==> config.mk <==
export PLATFORM = sky130hd
export DESIGN_NAME = icache_ctrl_2way
export DESIGN_NICKNAME = d
export VERILOG_FILES = /design/src/rtl/icache_ctrl_2way.sv
export SDC_FILE = /design/constraint.sdc
export NUM_CORES = 1
export LEC_CHECK = 0
export ABC_AREA = 1
export CAP_MARGIN = 20
export CORE_MARGIN = 1.5
export CORE_UTILIZATION = 50
export CTS_CLUSTER_SIZE = 8
export DETAILED_ROUTE_END_ITERATION = 16
export GPL_ROUTABILITY_DRIVEN = 0
export PLACE_DENSITY = 0.7
export SETUP_SLACK_MARGIN = 0.1
export SYNTH_ARGS = -nofsm -noshare
export SYNTH_HDL_FRONTEND = slang
export SYNTH_SLANG_ARGS = --single-unit
==> constraint.sdc <==
create_clock -name clock -period 4.2 [get_ports clock]
set_input_delay 0.84 -clock clock [delete_from_list [all_inputs] [get_ports clock]]
set_output_delay 0.84 -clock clock [all_outputs]
set_load 0.01 [all_outputs]
==> src/rtl/icache_ctrl_2way.sv <==
// icache_ctrl_2way
// Sequencing controller for a 2-way set-associative, read-only instruction cache
// built from two 256-line x 4-word sets.
// It turns fetches into lookups and detects hits. On a miss it picks a victim way
// (an invalid way first, otherwise per-index LRU), runs the 4-beat line fill,
// validates the line and then replays the fetch. It also sequences index-invalidate
// operations.
//
// Ports
//   clock, reset            system clock, asynchronous active-low reset
//   Read, Index, Offset     fetch request and its line index / word offset
//   Tag                     physical tag, valid the cycle after Read, held while Stall=1
//   Inv_Req                 index-invalidate request (uses Index)
//   Hit0/1, Valid0/1        per-way tag match / valid from the sets (one-cycle delayed)
//   Mem_Valid               one fill word present on the sets' LineIn bus
//   Set_Index, Set_Offset   lookup address driven to both sets
//   Ready, WaySel, Stall    fetch handshake: data valid, selected way, hold fetch
//   Mem_Req, Mem_Addr       line fill request (level) and line address {Tag, index}
//   FillLine0/1             per-way fill write strobe
//   LineIndex, LineOffset   fill write address
//   ValidateLine0/1         per-way validate strobe
//   InvalidateLine0/1       per-way invalidate strobe
//   Inv_Done                one-cycle invalidate completion pulse

module icache_ctrl_2way #(
  parameter int unsigned PABITS = 36
) (
  input  logic              clock,
  input  logic              reset,
  input  logic              Read,
  input  logic [7:0]        Index,
  input  logic [1:0]        Offset,
  input  logic [PABITS-13:0] Tag,
  input  logic              Inv_Req,
  input  logic              Hit0,
  input  logic              Hit1,
  input  logic              Valid0,
  input  logic              Valid1,
  input  logic              Mem_Valid,
  output logic [7:0]        Set_Index,
  output logic [1:0]        Set_Offset,
  output logic              Ready,
  output logic              WaySel,
  output logic              Stall,
  output logic              Mem_Req,
  output logic [PABITS-5:0] Mem_Addr,
  output logic              FillLine0,
  output logic              FillLine1,
  output logic [7:0]        LineIndex,
  output logic [1:0]        LineOffset,
  output logic              ValidateLine0,
  output logic              ValidateLine1,
  output logic              InvalidateLine0,
  output logic              InvalidateLine1,
  output logic              Inv_Done
);

  typedef enum logic [2:0] {
    StIdle,
    StLookup,
    StFill,
    StValidate,
    StReplay,
    StInv
  } stateE;

  stateE              state;
  logic [7:0]         capIndex;
  logic [1:0]         capOffset;
  logic               victim;
  logic [1:0]         beat;
  logic [255:0]       lru;       // per-index way to evict next
  logic               memReq;
  logic [PABITS-5:0]  memAddr;
  logic               invDone;

  logic lookupHit;
  logic hitWay;
  logic missVictim;
  logic fillStrobe;

  // Way 0 wins a double hit.
  assign lookupHit  = (state == StLookup) && (Hit0 || Hit1);
  assign hitWay     = Hit1 & ~Hit0;
  // Invalid ways are filled before any valid line is evicted.
  assign missVictim = !Valid0 ? 1'b0 : (!Valid1 ? 1'b1 : lru[capIndex]);
  assign fillStrobe = (state == StFill) && Mem_Valid;

  always_ff @(posedge clock or negedge reset) begin
    if (!reset) begin
      state     <= StIdle;
      capIndex  <= '0;
      capOffset <= '0;
      victim    <= 1'b0;
      beat      <= '0;
      lru       <= '0;
      memReq    <= 1'b0;
      memAddr   <= '0;
      invDone   <= 1'b0;
    end else begin
      invDone <= (state == StInv);
      unique case (state)
        StIdle: begin
          if (Inv_Req) begin
            capIndex <= Index;
            state    <= StInv;
          end else if (Read) begin
            capIndex  <= Index;
            capOffset <= Offset;
            state     <= StLookup;
          end
        end
        StLookup: begin
          if (lookupHit) begin
            lru[capIndex] <= ~hitWay;
            if (Read) begin
              capIndex  <= Index;
              capOffset <= Offset;
            end else if (Inv_Req) begin
              capIndex <= Index;
              state    <= StInv;
            end else begin
              state <= StIdle;
            end
          end else begin
            victim  <= missVictim;
            memReq  <= 1'b1;
            memAddr <= {Tag, capIndex};
            beat    <= '0;
            state   <= StFill;
          end
        end
        StFill: begin
          if (Mem_Valid) begin
            beat <= beat + 2'd1;
            if (beat == 2'd3) begin
              memReq <= 1'b0;
              state  <= StValidate;
            end
          end
        end
        StValidate: begin
          lru[capIndex] <= ~victim;
          state         <= StReplay;
        end
        StReplay: begin
          state <= StLookup;
        end
        StInv: begin
          lru[capIndex] <= 1'b0;
          state         <= StIdle;
        end
        default: state <= StIdle;
      endcase
    end
  end

  // Sets follow the live fetch address while idle or looking up, so back-to-back
  // hits keep one lookup per cycle; otherwise they see the captured address.
  assign Set_Index  = (state == StIdle || state == StLookup) ? Index : capIndex;
  assign Set_Offset = (state == StIdle || state == StLookup) ? Offset : capOffset;

  assign Ready  = lookupHit;
  assign WaySel = lookupHit & hitWay;
  assign Stall  = ((state == StLookup) && !lookupHit) || (state == StFill) ||
                  (state == StValidate) || (state == StReplay);

  assign Mem_Req  = memReq;
  assign Mem_Addr = memAddr;

  assign FillLine0  = fillStrobe & ~victim;
  assign FillLine1  = fillStrobe & victim;
  assign LineIndex  = capIndex;
  assign LineOffset = beat;

  assign ValidateLine0 = (state == StValidate) & ~victim;
  assign ValidateLine1 = (state == StValidate) & victim;

  assign InvalidateLine0 = (state == StInv);
  assign InvalidateLine1 = (state == StInv);
  assign Inv_Done        = invDone;

endmodule

=== Yosys cells after proc, flatten, opt, wreduce, memory -nomap -nowiden ===
Cells that the tools add are included.

* Add/subtract/negate cells: 1
* Multiply operators: 0
* Div/mod/pow operators: 0
* Magnitude comparators: 2
* Equality and inequality tests: 14
* Shift-type cells: 0
* Multiplexer cells: 37
* Bitwise gates (word level): 12
* Reduce and logical (&&, ||, !) cells: 21

{| class="wikitable"
|+ Operators by type and width
! operator !! count
|-
| 256-bit case mux with 3 select lines || 1
|-
| 256-bit bitwise mux || 2
|-
| 256-bit AND || 1
|-
| 256-bit two-way mux || 1
|-
| 256-bit NOT || 1
|-
| 8-bit two-way mux || 6
|-
| 3-bit two-way mux || 7
|-
| 8-bit case mux with 2 select lines || 1
|-
| 3-bit case mux with 5 select lines || 1
|-
| 2-bit two-way mux || 6
|-
| 4-bit AND reduction || 3
|-
| 8-bit by 9-bit < comparator with 1-bit output (second input constant) || 1
|-
| 3-bit inequality test (second input constant) || 3
|-
| 1-bit binary-select mux with 8-bit select || 1
|-
| 1-bit demux with 8-bit select || 1
|-
| 8-bit by 1-bit greater-or-equal comparator with 1-bit output (second input constant) || 1
|-
| 2-bit inequality test (second input constant) || 4
|-
| 2-bit case mux with 2 select lines || 2
|-
| 1-bit two-way mux || 7
|-
| 1-bit AND || 6
|-
| 3-bit by 2-bit equality test with 1-bit output (second input constant) || 2
|-
| 3-bit equality test (second input constant) || 2
|-
| 3-bit AND reduction || 2
|-
| 1-bit logical OR || 5
|-
| other kinds (12) || 20
|}

* Register bits after elaboration: 306
* Latch bits: 0
* Bits in writable memories: 0
* Memory bits (read-only): 0
* Logic and storage cells: 96
* Memories kept: 0

=== Logic depth before layout (Yosys ltp) ===
Gate-level depths: netlist (run 1).

* Depth after elaboration: 7
* Mapped depth: 18
* Gate-level depth less buffers: 15

=== Worst setup path before layout (run 1) ===
Ideal clock, no wire load.

* Kind: input to output
* From: input Hit1
* To: output Stall
* Arrival: 1.456 ns
* Required time: 3.360 ns
* Path slack: 1.904 ns
* Stages on the path: 5
* Buffers on the path: 0
* Path through: nor2_1 > nor2_1 > nor2_1 > inv_1 > nor2_1

* Longest elaborated chain between the ends: 7

{| class="wikitable"
|+ Ends and longest elaborated chain
! element !! line !! RTL
|-
| from (decl) || 36 || <nowiki>input logic Hit1,</nowiki>
|-
| 1-bit logical OR || 83 || <nowiki>assign lookupHit = (state == StLookup) && (Hit0 || Hit1);</nowiki>
|-
| 1-bit logical AND || 83 ||
|-
| via Ready || 42 || <nowiki>output logic Ready,</nowiki>
|-
| 1-bit zero test || 165 || <nowiki>assign Stall = ((state == StLookup) && !lookupHit) || (state == StFill) ||</nowiki>
|-
| 1-bit logical AND || 165 ||
|-
| 1-bit logical OR (2 in series) || 165 ||
|-
| 1-bit logical OR || 166 || <nowiki>(state == StValidate) || (state == StReplay);</nowiki>
|-
| to (decl) || 44 || <nowiki>output logic Stall,</nowiki>
|}

The timed path passes the listed nets, and every way through them passes these cells.

=== Worst setup path in the final report (run 1) ===
* From: input Hit1
* To: output Stall

* Longest elaborated chain between the ends: 7

{| class="wikitable"
|+ Ends and longest elaborated chain
! element !! line
|-
| 1-bit logical OR || 83
|-
| 1-bit logical AND || 83
|-
| 1-bit zero test || 165
|-
| 1-bit logical AND || 165
|-
| 1-bit logical OR (2 in series) || 165
|-
| 1-bit logical OR || 166
|}

No other way between the ends.

==> results.sh, run 1 <==
export IMPL_status="completed"
export IMPL_rows=63
export IMPL_hpwlAfterDp_um=26400
export IMPL_nFillCells=2691
export IMPL_dieHeight_um=177
export IMPL_ctsHoldBuffers=0
export IMPL_syn_area_per_cell_sq_um=7.48
export IMPL_rsz0062_at_grt="no"
export IMPL_diodes=0
export IMPL_synth_edf_count=0
export IMPL_ys_flop_type="dfrtp_1"
export IMPL_cts_resized=0
export IMPL_synth_fp_nets=2075
export IMPL_ys_warn_count=0
export IMPL_grt_pass1_vias=13200
export IMPL_netSwitchingPower_mw=4.93
export IMPL_drtAntennaViolNets=0
export IMPL_max_cap_violations=0
export IMPL_cp_max_fo=3
export IMPL_ys_ff_latch=306
export IMPL_drt_iter0_markers=1183
export IMPL_routedWlPerCell_um=17.6
export IMPL_dp_cells=2462
export IMPL_grt_overflow=0
export IMPL_clk_pin_slew_ns=0.05
export IMPL_first_pass_iters=8
export IMPL_yosysSeqAreaShare_pct=50.4
export IMPL_ys_types=29
export IMPL_pwr_density_cell_nw_per_um2=685
export IMPL_synth_area_sq_um=15200
export IMPL_p_seq_share_pct=36.1
export IMPL_fin_setup_tns_ns=0
export IMPL_async_reset_ff_share_pct=100
export IMPL_design_core_area_sq_um=29800
export IMPL_required_ns=3.36
export IMPL_min_period_ns=3.26
export IMPL_drcViolationCount=0
export IMPL_grt_first_pass_wirelength_um=71200
export IMPL_wl_um=44200
export IMPL_layout_common_cells="1,115 x nand2_1, 304 x dfrtp_1, 223 x o21ai_0"
export IMPL_cts_buffers=44
export IMPL_pwr_share_clk_pct=25.3
export IMPL_root_buffer="clkbuf_16"
export IMPL_clk_path_buf_depth=3
export IMPL_hold_viol_final=0
export IMPL_area_growth_pct=17.0
export IMPL_p_leak_nw=8.24
export IMPL_grt_antenna_before_repair=0
export IMPL_r2r_slack_ns=1.06
export IMPL_synth_cells=2031
export IMPL_finalSetupViolCount=0
export IMPL_cts_sinks=306
export IMPL_cts_setup_buffers=0
export IMPL_min_period_over_period_pct=77.5
export IMPL_num_vias=13700
export IMPL_h_tree_depth=2
export IMPL_via_per_inst=5.46
export IMPL_instances_no_fill=2513
export IMPL_timing_slew_headroom_pct=23.3
export IMPL_grt_max_degree=148
export IMPL_reg2reg_depth=7
export IMPL_insertion_delay_ns=0.53
export IMPL_netSwitchingFraction_pct=40.5
export IMPL_fmax_mhz=307
export IMPL_worstSetupPathType="in2out"
export IMPL_comb_power_share_pct=38.6
export IMPL_drive_gt1_share_pct=7.54
export IMPL_layout_commonest_cell="nand2_1"
export IMPL_dieArea_sq_um=31400
export IMPL_crit_path_end_kind="primary output"
export IMPL_maxSlewViolCount=0
export IMPL_grtUsageTotal_pct=28.9
export IMPL_final_setup_skew_ns=0.0172
export IMPL_worst_pin_slew_ns=1.15
export IMPL_cp_data_arrival_time_ns=2.42
export IMPL_hold_class="in2async"
export IMPL_p_int_mw=7.24
export IMPL_fp_dieW_um=177
export IMPL_ir_drop_mv=0.435
export IMPL_reg2reg_from="LineIndex[2]"
export IMPL_start_util_pct=51.0
export IMPL_pin_count=106
export IMPL_port_buffers=105
export IMPL_cp_start_kind="input port"
export IMPL_layout_nets=2165
export IMPL_tritoncts="built"
==> worst max path at each step <==
stage / startpoint / endpoint / slack, ns / depth (start not counted)
after global placement: Hit1 / Stall / 0.97 / 7
after CTS: Hit1 / Stall / 0.98 / 7
final: Hit1 / Stall / 0.94 / 7
after detailed placement: Hit1 / Stall / 1.0 / 7
after global routing: Hit0 / Stall / 0.84 / 7
after floorplan: Hit1 / Stall / 1.90 / 5
==> routing by layer <==
metal	GRT usage (%)	vias up	wire, um
met5	0	-	0
met4	11.2	0	1510
met3	5.63	114	3620
met2	45.8	575	20200
met1	39.3	6430	18900
li1	-	6607	-
==> power groups by stage <==
stage	clock, mW	combinational [mW]	sequential, mW
5_1_grt	3.25	5.13	4.50
6_report	3.07	4.70	4.40
3_3_place_gp	0	4.54	4.39
4_1_cts	3.12	4.65	4.39
2_1_floorplan	0	2.85	4.32
3_5_place_dp	0	4.62	4.42
==> critical path: stages <==
cell	delay [ns]
clkdlybuf4s50_1	0.42
nor2_1	0.21
nor2_1	0.12
nor2_1	0.11
inv_1	0.07
nor2_1	0.10
clkdlybuf4s50_1	0.54
==> stage by stage <==
stage          area (sq um)  hold WS [ns]  setup WS (ns)  power [mW]  utilization (%)
2_1_floorplan         15200         0.453           1.90        7.18                -
3_3_place_gp          16600         0.466          0.970        8.93             55.6
3_5_place_dp          16600         0.473          0.997        9.04             55.8
4_1_cts               17800         0.453          0.982        12.2             59.6
5_1_grt               17800         0.488          0.838        12.9             59.7
6_report              17800         0.378          0.945        12.2             59.7
==> cells by family after synthesis <==
group,share of synthesized area (%)
compound gates,10.2
flops,50.4
buf+inv,4.59
simple gates,32.9
fa+ha+maj,0.0823
mux,1.78
==> cell usage after synthesis, types with 8 or more instances <==
cell / count / area share [%]
nor2_1: 58 / 1.4
nand2_1: 1115 / 28
nand4_1: 9 / 0.37
nor4_4: 8 / 1.1
o21ai_1: 71 / 2.3
a21oi_1: 13 / 0.43
dfrtp_1: 306 / 50
buf_2: 33 / 1.1
mux2_2: 24 / 1.8
buf_4: 19 / 0.94
o21ai_0: 223 / 7.3
clkbuf_1: 57 / 1.4
nand3_1: 35 / 1.2
inv_1: 25 / 0.62
==> layout make-up <==
cell class                 instances  area [sq um]  area share (%)
clock buffer                      47          1130            6.38
clock inverter                     1          8.76          0.0493
inverter                          29           113           0.633
multi-input combinational       1580          6860            38.6
sequential                       306          7660            43.1
tap                              390           488            2.74
timing repair buffer             160          1520            8.54
No activity file was read; power rests on OpenSTA's default activity.
==> run 2, diff against run 1 <==
Clock period 4.2 ns to 3.06 ns, I/O delays scaled along.
==> run 2 against run 1 <==
Register-to-register slack got worse by 0.70 ns. Sequential share of layout area decreased by 0.95 points. Worst setup slack lost 0.79 ns. Sequential cell count did not move. Total power up 41%. Combinational power grew 46%. Count of clock-buffer cells in the layout did not move. Routed wire length increased by 2.4%. Die area is the same. Final area increased by 2.3%. Largest power group unchanged.
==> results.sh, run 2 (synthesis results as in run 1) <==
export IMPL_hold_class="in2async"
export IMPL_design_core_area_sq_um=29800
export IMPL_layout_nets=2196
export IMPL_h_tree_depth=2
export IMPL_drcViolationCount=0
export IMPL_grt_overflow=0
export IMPL_pwr_density_cell_nw_per_um2=944
export IMPL_crit_path_end_kind="primary output"
export IMPL_layout_commonest_cell="nand2_1"
export IMPL_port_buffers=105
export IMPL_min_period_over_period_pct=94.9
export IMPL_min_period_ns=2.90
export IMPL_grt_antenna_before_repair=0
export IMPL_insertion_delay_ns=0.54
export IMPL_ctsHoldBuffers=0
export IMPL_grt_pass1_vias=13600
export IMPL_num_vias=13900
export IMPL_layout_common_cells="1,115 x nand2_1, 304 x dfrtp_1, 223 x o21ai_0"
export IMPL_maxSlewViolCount=0
export IMPL_tritoncts="built"
export IMPL_first_pass_iters=8
export IMPL_drtAntennaViolNets=0
export IMPL_pwr_share_clk_pct=25.0
export IMPL_finalPower_mw=17.2
export IMPL_rsz0062_at_grt="no"
export IMPL_routedWlPerCell_um=17.8
export IMPL_grt_max_degree=73
export IMPL_start_util_pct=51.0
export IMPL_cp_data_arrival_time_ns=2.29
export IMPL_fp_dieW_um=177
export IMPL_timing_slew_headroom_pct=39.9
export IMPL_diodes=0
export IMPL_rows=63
export IMPL_worstSetupPathType="reg2out"
export IMPL_cts_sinks=306
export IMPL_comb_power_share_pct=40.1
export IMPL_ir_drop_mv=0.682
export IMPL_worst_pin_slew_ns=0.901
export IMPL_finalSetupViolCount=0
export IMPL_required_ns=2.45
export IMPL_wl_um=45300
export IMPL_root_buffer="clkbuf_16"
export IMPL_grtUsageTotal_pct=29.7
export IMPL_netSwitchingFraction_pct=40.2
export IMPL_cp_max_fo=16
export IMPL_dieArea_sq_um=31400
export IMPL_grt_first_pass_wirelength_um=73300
export IMPL_drive_gt1_share_pct=9.09
export IMPL_cts_buffers=44
export IMPL_final_setup_skew_ns=0.0258
export IMPL_fin_setup_tns_ns=0
export IMPL_hpwlAfterDp_um=28600
export IMPL_drt_iter0_markers=1389
export IMPL_area_growth_pct=19.7
export IMPL_cp_start_kind="register"
export IMPL_dieHeight_um=177
export IMPL_p_seq_share_pct=34.9
export IMPL_netSwitchingPower_mw=6.91
export IMPL_p_leak_nw=8.46
export IMPL_clk_path_buf_depth=3
export IMPL_p_int_mw=10.3
export IMPL_clk_pin_slew_ns=0.05
export IMPL_hold_viol_final=0
export IMPL_via_per_inst=5.44
export IMPL_cts_resized=0
export IMPL_pin_count=106
export IMPL_max_cap_violations=0
export IMPL_cts_setup_buffers=0
export IMPL_fmax_mhz=344
export IMPL_status="completed"
-- run 2: cell count changes in the layout (fill, tap and decap cells not counted) --
cell,change
clkinv_2,+1
nor2_2,+2
inv_6,+2
nor2_1,-2
clkbuf_1,-1
buf_6,-3
buf_4,+22
clkinv_4,-1
clkbuf_8,+1
buf_12,+12
-- run 2: power by group through the flow --
| stage | logic (mW) | clock network [mW] | registers, mW |
|---|---|---|---|
| finish | 6.87 | 4.29 | 5.99 |
| detailed placement | 6.79 | 0 | 6.02 |
| floorplan | 3.92 | 0 | 5.93 |
| global placement | 6.70 | 0 | 5.97 |
| CTS | 6.82 | 4.34 | 5.98 |
| global route | 7.48 | 4.53 | 6.13 |
-- run 2: critical path, cell delays in order, from the launching register on --
cell and delay (ns):
dfrtp_4 0.50, clkinv_2 0.32, o21ai_0 0.36, clkdlybuf4s50_1 0.59
-- run 2: metal layers --
layer  wire length (um)  GRT usage [%]  vias to the layer above
li1                   -              -                     6665
met1              19200           39.8                     6526
met2              21000           47.8                      553
met3               3510           6.36                      111
met4               1530           10.5                        2
met5                 48           1.12                        -
-- run 2: metrics by stage --
step | cells | worst slack [ns] | hold slack (ns) | util, % | area [sq um]
after floorplan | 2031 | 1.18 | 0.316 | - | 15200
after global placement | 2496 | 0.278 | 0.466 | 57.1 | 17000
after detailed placement | 2496 | 0.283 | 0.473 | 57.1 | 17000
after CTS | 2546 | 0.145 | 0.107 | 61.0 | 18200
after global routing | 2546 | 0.100 | 0.119 | 61.0 | 18200
final | 2546 | 0.156 | 0.0831 | 61.0 | 18200
-- run 2: final timing paths --
check	cells after the start	startpoint	slack, ns	endpoint
min in group clock	2	register	0.48	register
max	3	LineIndex[0]	0.16	Set_Index[0]
min	1	reset	0.08	async pin
max in group asynchronous	2	reset	2.13	async pin
min reg2reg	2	register	0.48	register
max reg2reg	14	LineIndex[0]	0.36	victim
-- run 2: cell type report --
class                      instances  area, sq um
clock buffer                      47         1140
timing repair buffer             191         1890
inverter                          29          113
clock inverter                     3         22.5
multi-input combinational       1580         6860
sequential                       306         7660
fill                            2648        11600
tap                              390          488
==> run 3, diff against run 2 <==
Settings changed: CORE_MARGIN 1.5 to 3, REMOVE_ABC_BUFFERS from default to 1.
==> run 3 against run 2 <==
Worst setup slack improved by 0.047 ns. Sequential share of layout area increased by 0.19 points. Critical path type unchanged. Highest routed layer is now met4. Final area decreased by 0.43%. Largest cell class unchanged. Largest power group unchanged. Critical endpoint is now Stall.
==> results.sh, run 3 (synthesis results as in run 1) <==
export IMPL_status="completed"
export IMPL_utilization_pct=60.8
export IMPL_hold_class="in2async"
export IMPL_cp_start_kind="register"
export IMPL_hpwlAfterDp_um=27900
export IMPL_rsz0062_at_grt="yes"
export IMPL_maxSlewViolCount=0
export IMPL_insertion_delay_ns=0.54
export IMPL_clk_pin_slew_ns=0.05
export IMPL_grt_pass1_vias=13400
export IMPL_critPathMaxStageDelay_ns=0.48
export IMPL_finalSetupViolCount=0
export IMPL_path_delay_family="buffers and inverters"
export IMPL_num_vias=13900
export IMPL_pwr_density_cell_nw_per_um2=940
export IMPL_start_util_pct=51.0
export IMPL_routedWlPerCell_um=18.1
export IMPL_rows=63
export IMPL_regArea_sq_um=7660
export IMPL_required_ns=2.45
export IMPL_grtUsageTotal_pct=27.9
export IMPL_grt_max_degree=87
export IMPL_p_seq_share_pct=35.2
export IMPL_area_growth_pct=19.1
export IMPL_dieArea_sq_um=32500
export IMPL_reg2reg_from="LineIndex[0]"
export IMPL_layout_common_cells="1,115 x nand2_1, 303 x dfrtp_1, 223 x o21ai_0"
export IMPL_design_core_area_sq_um=29800
export IMPL_grt_first_pass_wirelength_um=73500
export IMPL_wl_um=45700
export IMPL_timing_slew_headroom_pct=26.7
export IMPL_netSwitchingFraction_pct=40.4
export IMPL_finalPower_mw=17.0
export IMPL_fmax_mhz=350
export IMPL_drt_iter0_markers=1213
export IMPL_worst_pin_slew_ns=1.10
export IMPL_ir_drop_mv=0.601
export IMPL_crit_path_start="state[1]"
export IMPL_pwr_share_clk_pct=24.6
export IMPL_pin_count=106
export IMPL_clk_path_buf_depth=3
export IMPL_drive_gt1_share_pct=8.45
export IMPL_crit_path_end_kind="primary output"
export IMPL_diodes=0
export IMPL_layout_commonest_cell="nand2_1"
export IMPL_hold_viol_final=0
export IMPL_cp_data_arrival_time_ns=2.25
export IMPL_netSwitchingPower_mw=6.87
export IMPL_cts_sinks=306
export IMPL_wl_met1_um=19600
export IMPL_cts_setup_buffers=0
export IMPL_top_layer="met4"
export IMPL_critPathSlowestCell="clkdlybuf4s50_1"
export IMPL_h_tree_depth=2
export IMPL_grt_overflow=0
export IMPL_cp_max_fo=4
export IMPL_multi_input_area_sq_um=6860
export IMPL_max_cap_violations=0
export IMPL_p_int_mw=10.1
export IMPL_port_buffers=105
export IMPL_grt_antenna_before_repair=0
export IMPL_r2r_slack_ns=0.34
export IMPL_dieHeight_um=180
export IMPL_drcViolationCount=0
export IMPL_wl_met2_um=21400
export IMPL_nFillCells=2681
export IMPL_worstPathCellList="inv_1 > nand2_1 > nor2_2 > inv_1 > nor2_1 > nor2_1 > inv_1 > nor2_1 > clkdlybuf4s50_1"
export IMPL_via_per_inst=5.48
export IMPL_root_buffer="clkbuf_16"
export IMPL_first_pass_iters=8
export IMPL_route_met3_wl_um=3550
export IMPL_cts_buffers=44
export IMPL_drtAntennaViolNets=0
export IMPL_min_period_over_period_pct=93.4
export IMPL_worstSetupPathType="reg2out"
export IMPL_comb_power_share_pct=40.2
export IMPL_tritoncts="built"
export IMPL_final_setup_skew_ns=0.0265
export IMPL_p_leak_nw=8.41
export IMPL_ctsHoldBuffers=0
export IMPL_layout_nets=2182
export IMPL_fp_dieW_um=180
export IMPL_min_period_ns=2.86
export IMPL_critPathBufInv=4
[run 3: changes by cell type in the layout (fill, tap and decap cells not counted), sizes merged]
cell	previous run	this run
bufbuf	0	1
buf	87	72
clkdlybuf4s50	104	103
clkbuf	47	46
dlymetal6s2s	0	1
[run 3: per-stage QoR]
| stage | area, sq um | std cells | hold WS (ns) | setup WS [ns] | TNS, ns |
|---|---|---|---|---|---|
| 6_report | 18100 | 2531 | 0.0914 | 0.203 | 0 |
| 5_1_grt | 18100 | 2531 | 0.143 | 0.0619 | 0 |
| 4_1_cts | 18100 | 2531 | 0.130 | 0.0559 | 0 |
| 3_5_place_dp | 16900 | 2481 | 0.473 | 0.305 | 0 |
| 3_3_place_gp | 16900 | 2481 | 0.466 | 0.275 | 0 |
| 2_1_floorplan | 14600 | 1915 | 0.316 | -6.78 | -1712.25 |
[run 3: cell type report]
| type | instances | share of cell area (%) |
|---|---|---|
| tap | 390 | 2.70 |
| sequential | 306 | 42.3 |
| inverter | 29 | 0.615 |
| multi-input combinational | 1580 | 37.9 |
| clock inverter | 3 | 0.187 |
| clock buffer | 46 | 6.12 |
| timing repair buffer | 177 | 10.1 |
[run 3: timing repair]
item,CTS,global route
cloned,1,0
resized for setup,3,2
endpoints found under the hold margin,0,0
endpoints found under the setup margin,4,2
[run 3: per-layer routing]
layer	GRT usage (%)	up-vias
met3	5.11	93
met2	44.9	502
met4	8.35	0
met1	39.0	6641
li1	-	6635
met5	0	-
[run 3: final timing paths]
kind,end,cells past startpoint
hold reg to reg,register,2
hold / removal,async pin,1
setup / recovery,Stall,9
setup reg to reg,victim,14
min in group clock,register,2
max in group asynchronous,async pin,2
[run 3: power groups by stage]
| stage | sequential [mW] | clock [mW] | combinational (mW) |
|---|---|---|---|
| 3_5_place_dp | 6.00 | 0 | 6.66 |
| 6_report | 5.99 | 4.19 | 6.83 |
| 2_1_floorplan | 6.33 | 0 | 3.21 |
| 5_1_grt | 6.12 | 4.45 | 7.42 |
| 3_3_place_gp | 5.96 | 0 | 6.59 |
| 4_1_cts | 5.97 | 4.26 | 6.76 |
[run 3: worst register-to-register path, stage by stage (launching register included)]
cell	delay, ns
dfrtp_4	0.55
nor2_2	0.87
buf_4	0.34
nand2_1	0.07
nand3_1	0.07
nand2_1	0.05
nand2_1	0.18
o21ai_0	0.11
nand2_1	0.09
nor2_1	0.04
nor2_1	0.08
nor2_1	0.05
nand2_1	0.05
nand2_1	0.04
nand2_1	0.05
